### src/rtl/rf_arbiter_if.sv
// Per-master command/response bundle between a requester and rf_arbiter.
interface rf_arbiter_if #(
  parameter int DATA_W = 8,
  parameter int ADDR_W = 2
);
  logic              valid;
  logic              ready;
  logic              we;
  logic [ADDR_W-1:0] addr;
  logic [DATA_W-1:0] wdata;
  logic              rsp_valid;
  logic [DATA_W-1:0] rsp_rdata;

  modport master (
    output valid, we, addr, wdata,
    input  ready, rsp_valid, rsp_rdata
  );

  modport slave (
    input  valid, we, addr, wdata,
    output ready, rsp_valid, rsp_rdata
  );
endinterface

### src/rtl/rf_arbiter.sv
// Two-master round-robin arbiter in front of a 1W/1R register file.
// Accept -> issue to the register file -> registered read response.
module rf_arbiter #(
  parameter int DATA_W = 8,
  parameter int ADDR_W = 2
) (
  input  logic              clk,
  input  logic              rstn,
  rf_arbiter_if.slave       req0,
  rf_arbiter_if.slave       req1,
  output logic [ADDR_W-1:0] rf_wr_addr,
  output logic [DATA_W-1:0] rf_wr_data,
  output logic              rf_wren,
  output logic [ADDR_W-1:0] rf_rd_addr,
  input  logic [DATA_W-1:0] rf_rd_data
);

  typedef enum logic {MST0 = 1'b0, MST1 = 1'b1} mst_e;

  mst_e              last_gnt;
  mst_e              iss_owner;
  logic              iss_rd;
  logic              gnt0, gnt1, accept;
  logic              sel_we;
  logic [ADDR_W-1:0] sel_addr;
  logic [DATA_W-1:0] sel_wdata;
  logic              rsp0_valid, rsp1_valid;
  logic [DATA_W-1:0] rsp0_rdata, rsp1_rdata;

  // Grants are gated by rstn so ready stays low while reset is held.
  always_comb begin
    gnt0 = 1'b0;
    gnt1 = 1'b0;
    if (rstn) begin
      if (req0.valid && (!req1.valid || last_gnt == MST1))
        gnt0 = 1'b1;
      else if (req1.valid)
        gnt1 = 1'b1;
    end
  end

  assign accept    = gnt0 | gnt1;
  assign sel_we    = gnt1 ? req1.we    : req0.we;
  assign sel_addr  = gnt1 ? req1.addr  : req0.addr;
  assign sel_wdata = gnt1 ? req1.wdata : req0.wdata;

  assign req0.ready     = gnt0;
  assign req1.ready     = gnt1;
  assign req0.rsp_valid = rsp0_valid;
  assign req0.rsp_rdata = rsp0_rdata;
  assign req1.rsp_valid = rsp1_valid;
  assign req1.rsp_rdata = rsp1_rdata;

  always_ff @(posedge clk or negedge rstn) begin
    if (!rstn) begin
      last_gnt   <= MST1;
      iss_owner  <= MST0;
      iss_rd     <= 1'b0;
      rf_wren    <= 1'b0;
      rf_wr_addr <= '0;
      rf_wr_data <= '0;
      rf_rd_addr <= '0;
    end else begin
      rf_wren <= accept && sel_we;
      iss_rd  <= accept && !sel_we;
      if (accept) begin
        last_gnt  <= gnt1 ? MST1 : MST0;
        iss_owner <= gnt1 ? MST1 : MST0;
        if (sel_we) begin
          rf_wr_addr <= sel_addr;
          rf_wr_data <= sel_wdata;
        end else begin
          rf_rd_addr <= sel_addr;
        end
      end
    end
  end

  // Read data is sampled at the end of the issue cycle; rdata holds between pulses.
  always_ff @(posedge clk or negedge rstn) begin
    if (!rstn) begin
      rsp0_valid <= 1'b0;
      rsp1_valid <= 1'b0;
      rsp0_rdata <= '0;
      rsp1_rdata <= '0;
    end else begin
      rsp0_valid <= iss_rd && (iss_owner == MST0);
      rsp1_valid <= iss_rd && (iss_owner == MST1);
      if (iss_rd && iss_owner == MST0) rsp0_rdata <= rf_rd_data;
      if (iss_rd && iss_owner == MST1) rsp1_rdata <= rf_rd_data;
    end
  end

endmodule

### src/flat_wrapper.sv
// flat-port wrapper written by rule: the top's interface ports become plain ports
module rf_arbiter_flat 
#(
  parameter int DATA_W = 8,
  parameter int ADDR_W = 2
)
  (clk, rstn, rf_wr_addr, rf_wr_data, rf_wren, rf_rd_addr, rf_rd_data, req0_valid, req0_we, req0_addr, req0_wdata, req0_ready, req0_rsp_valid, req0_rsp_rdata, req1_valid, req1_we, req1_addr, req1_wdata, req1_ready, req1_rsp_valid, req1_rsp_rdata);
  rf_arbiter_if #(.DATA_W(DATA_W), .ADDR_W(ADDR_W)) req0_i ();
  rf_arbiter_if #(.DATA_W(DATA_W), .ADDR_W(ADDR_W)) req1_i ();
  input  logic clk;
  input  logic rstn;
  output logic [ADDR_W-1:0] rf_wr_addr;
  output logic [DATA_W-1:0] rf_wr_data;
  output logic rf_wren;
  output logic [ADDR_W-1:0] rf_rd_addr;
  input  logic [DATA_W-1:0] rf_rd_data;
  input wire logic [$bits(req0_i.valid)-1:0] req0_valid;
  input wire logic [$bits(req0_i.we)-1:0] req0_we;
  input wire logic [$bits(req0_i.addr)-1:0] req0_addr;
  input wire logic [$bits(req0_i.wdata)-1:0] req0_wdata;
  output wire logic [$bits(req0_i.ready)-1:0] req0_ready;
  output wire logic [$bits(req0_i.rsp_valid)-1:0] req0_rsp_valid;
  output wire logic [$bits(req0_i.rsp_rdata)-1:0] req0_rsp_rdata;
  input wire logic [$bits(req1_i.valid)-1:0] req1_valid;
  input wire logic [$bits(req1_i.we)-1:0] req1_we;
  input wire logic [$bits(req1_i.addr)-1:0] req1_addr;
  input wire logic [$bits(req1_i.wdata)-1:0] req1_wdata;
  output wire logic [$bits(req1_i.ready)-1:0] req1_ready;
  output wire logic [$bits(req1_i.rsp_valid)-1:0] req1_rsp_valid;
  output wire logic [$bits(req1_i.rsp_rdata)-1:0] req1_rsp_rdata;
  assign req0_i.valid = req0_valid;
  assign req0_i.we = req0_we;
  assign req0_i.addr = req0_addr;
  assign req0_i.wdata = req0_wdata;
  assign req0_ready = req0_i.ready;
  assign req0_rsp_valid = req0_i.rsp_valid;
  assign req0_rsp_rdata = req0_i.rsp_rdata;
  assign req1_i.valid = req1_valid;
  assign req1_i.we = req1_we;
  assign req1_i.addr = req1_addr;
  assign req1_i.wdata = req1_wdata;
  assign req1_ready = req1_i.ready;
  assign req1_rsp_valid = req1_i.rsp_valid;
  assign req1_rsp_rdata = req1_i.rsp_rdata;
  rf_arbiter #(.DATA_W(DATA_W), .ADDR_W(ADDR_W)) u_core (.clk(clk), .rstn(rstn), .req0(req0_i), .req1(req1_i), .rf_wr_addr(rf_wr_addr), .rf_wr_data(rf_wr_data), .rf_wren(rf_wren), .rf_rd_addr(rf_rd_addr), .rf_rd_data(rf_rd_data));
endmodule
### config.mk
export PLATFORM = sky130hd
export DESIGN_NAME = rf_arbiter_flat
export DESIGN_NICKNAME = d
export VERILOG_FILES = /design/src/rtl/rf_arbiter_if.sv /design/src/rtl/rf_arbiter.sv /design/src/flat_wrapper.sv
export SDC_FILE = /design/constraint.sdc
export NUM_CORES = 1
export LEC_CHECK = 0
export ABC_CLOCK_PERIOD_IN_PS = 4300
export CORE_UTILIZATION = 55
export CTS_CLUSTER_DIAMETER = 50
export DETAILED_ROUTE_END_ITERATION = 8
export DONT_BUFFER_PORTS = 1
export GPL_ROUTABILITY_DRIVEN = 0
export PLACE_DENSITY = 0.82
export SYNTH_ARGS = -nofsm -noshare
export SYNTH_HDL_FRONTEND = slang
export SYNTH_SLANG_ARGS = --single-unit
### constraint.sdc
create_clock -name clk -period 4.3 [get_ports clk]
set_clock_uncertainty 0.1 [all_clocks]
set_input_delay 0.43 -clock clk [delete_from_list [all_inputs] [get_ports clk]]
set_output_delay 0.43 -clock clk [all_outputs]
set_load 0.01 [all_outputs]
==> run_results.csv <==
group,metric,value,unit
floorplanning,fp-row-count,18,
layout,area_growth,5.877,%
timing,slew-limit-headroom,0.5574,
synthesis,yosys-top-cells-area,"dfrtp_1, mux2_2, mux2i_1",
floorplanning,die_w,52.93,µm
global_routing,grt_pass1_wl,4.105,mm
layout,fin_cells,140,
floorplanning,floorplan.initialDensity,0.5810,
run_status,status,"complete, no violations",
clock_tree,worstSkewPairLatency,0.33,ns
timing,hold_viol_final,0,
pwr,combPwrFrac,0.164,
synthesis,netlist.area_leader.share,0.5789,
timing,period_needed,1.957,ns
pwr,p_seq_frac,0.644,
routing,wire_per_inst,18.98,µm
clock_tree,cts_buffers,5,
synthesis,syn_inst,106,
layout,final_cell_area,0.001510,mm²
timing,setup_tns,0,ns
synthesis,netlist-cell-type-count,22,
timing,post-route-period-util,0.4552,
timing,drv_slew,0,
timing,grt_setup_unrepaired,"false",
clock_tree,h-tree-depth,2,
global_routing,antenna_found_initial,0,
pwr,total_power,0.7999,mW
setup_path,critPathCaptureType,"output port",
global_routing,grt_pass1_vias,889,
synthesis,yosysTopAreaCell,"dfrtp_1",
synthesis,syn_nets,140,
routing,drt_drc_violations_left,0,
setup_path,r2r-end,"u_core.rf_wr_addr[1]$_DFFE_PN0P_",
setup_path,critPathKind,"register to output port",
placed_design,place_area,0.001435,mm²
pwr,p_sw_frac,0.3140,
layout,antenna_cells,0,
clock_tree,clk_path_buf_depth,2,
clock_tree,postCtsSetupBuffers,0,
timing,tightestPinTransition,0.6600,ns
pwr,power.density,529.6,mW/mm²
clock_tree,numClockSinks,34,
setup_path,worstPathArrival,1.43,ns
routing,avgViaCountPerCell,5.993,
layout,drive_gt1_frac,0.3000,
placed_design,io_buffers,0,
worst_hold_path,min_to,"u_core.rf_wr_data[5]$_DFFE_PN0P_",
clock_tree,cts_hold_buf,2,
synthesis,yosys_warnings,0,
floorplanning,io_pins,67,
synthesis,avgSynthCellArea,13.46,µm²
synthesis,ys_seq_elements,34,
setup_path,r2r-start,"u_core.last_gnt$_DFFE_PN1P_",
pwr,p_leak,0.7151,nW
worst_hold_path,min_from,"rstn",
clock_tree,cts-resized-gates,0,
routing,routed_wirelength,2.657,mm
pwr,internal_power,0.5487,mW
layout,nFillCells,223,
setup_path,startpoint_type,"register",
layout,final_common_cell,"dfrtp_1",
pwr,p_sw,0.2512,mW
job,max_cap_violations,0,
global_routing,grt_overflow,0,
placed_design,dp.cells,131,
timing,clock.fmax,0.5109,GHz
clock_tree,root_buffer,"clkbuf_4",
floorplanning,dieArea,0.002801,mm²
setup_path,critPathMaxFanout,12,
pwr,pwr-share-clk,0.192,
setup_path,required,3.77,ns
layout,post-route-util,0.6152,
layout,fin_nets,144,
floorplanning,fp.coreArea,0.002455,mm²
routing,drt_iter0_markers,7,
clock_tree,cts_tree,"yes",
global_routing,grt_use_total,0.2198,
worst_hold_path,hold_depth,1,
synthesis,synth-seq-area-share,0.5974,
routing,vias,839,
routing,ant_nets,0,
placed_design,hpwl,1.926,mm
synthesis,syn_area,0.001426,mm²
layout,layout_common_cells,"dfrtp_1, mux2_2, mux2i_1, a21oi_1, a31oi_1",
clock_tree,clk_pin_slew_worst_paths,0.09,ns
setup_path,r2r_cells,4,
pwr,peakVddDrop,0.3261,mV
setup_path,r2r_setup_slack,2.37,ns
timing,setup_violations,0,
routing,firstDrtPassIters,4,
floorplanning,chipHeight,52.93,µm
global_routing,grt_max_degree,35,
worst_hold_path,holdCritPathClass,"primary input to register",
## power by group through the flow
stage          logic (mW)  clock network, mW  registers, mW
6_report            0.131              0.154          0.515
5_1_grt             0.147              0.175          0.529
4_1_cts             0.134              0.162          0.517
3_5_place_dp        0.125                  0          0.524
3_3_place_gp        0.114                  0          0.515
2_1_floorplan       0.111                  0          0.501
## kinds of logic (layout without fill, tap and decap cells)
family / count (synthesis) / count (layout) / synth area share
mux: 30 / 30 / 0.2351
flops: 34 / 34 / 0.5974
buf+inv: 10 / 14 / 0.03333
compound gates: 20 / 20 / 0.09122
simple gates: 12 / 12 / 0.04299
## metrics by stage
stage               hold slack [ns]  setup slack [ns]
floorplan                   0.03441             2.773
global placement            0.03566             2.483
detailed placement          0.03530             2.397
CTS                         0.07315             2.328
global route                0.07526             2.229
finish                      0.09115             2.343
## final cells by class
cell class / instances / area (µm²) / share of cell area
clock buffer: 7 / 45.04 / 0.02983
inverter: 5 / 18.77 / 0.01243
multi-input combinational: 62 / 526.8 / 0.3488
sequential: 34 / 852.1 / 0.5642
tap: 30 / 37.54 / 0.02485
timing repair buffer: 2 / 30.03 / 0.01988
## how the worst max path moves through the flow
stage	start	to	slack, ns
6_report	u_core.last_gnt$_DFFE_PN1P_	req1_ready	2.34
5_1_grt	u_core.last_gnt$_DFFE_PN1P_	u_core.rf_wr_addr[0]$_DFFE_PN0P_	2.23
4_1_cts	u_core.last_gnt$_DFFE_PN1P_	req1_ready	2.33
3_5_place_dp	u_core.last_gnt$_DFFE_PN1P_	u_core.rf_wr_addr[1]$_DFFE_PN0P_	2.40
3_3_place_gp	u_core.last_gnt$_DFFE_PN1P_	u_core.rf_wr_addr[1]$_DFFE_PN0P_	2.48
2_1_floorplan	req1_valid	req1_ready	2.77
## flip-flops by register name, indices dropped and copies added (netlist names)
signal                 cells
u_core.req1.rsp_valid      1
u_core.req0.rsp_rdata      8
u_core.iss_owner           1
u_core.rf_wr_data          8
u_core.rf_rd_addr          2
u_core.rf_wr_addr          2
u_core.req1.rsp_rdata      8
u_core.rf_wren             1
u_core.req0.rsp_valid      1
u_core.last_gnt            1
u_core.iss_rd              1
## layer usage
metal	track usage	part of all wire
met4	0.09211	0.015
met3	0.08908	0.096
met2	0.3903	0.52
met1	0.2256	0.37
met5	0	0
## cell usage after synthesis
cell type,instances
mux2_2,20
a21oi_1,8
nand2_1,6
o21ai_1,1
clkbuf_1,1
nor2b_1,1
nor2_1,1
mux2i_1,8
a21boi_2,1
mux2_4,2
nor2b_2,1
nand2b_1,1
dfrtp_1,33
o2bb2ai_2,1
buf_2,2
a22o_1,1
inv_1,5
buf_4,2
nand2_2,1
dfstp_2,1
a31oi_1,8
nor3b_1,1
## critical path: stages (launching register included)
cell      delay [ns]
dfstp_2         0.58
a21boi_2        0.09
nand2_2         0.29
inv_1           0.14
Note: power is estimated with default switching activity, not from simulation.
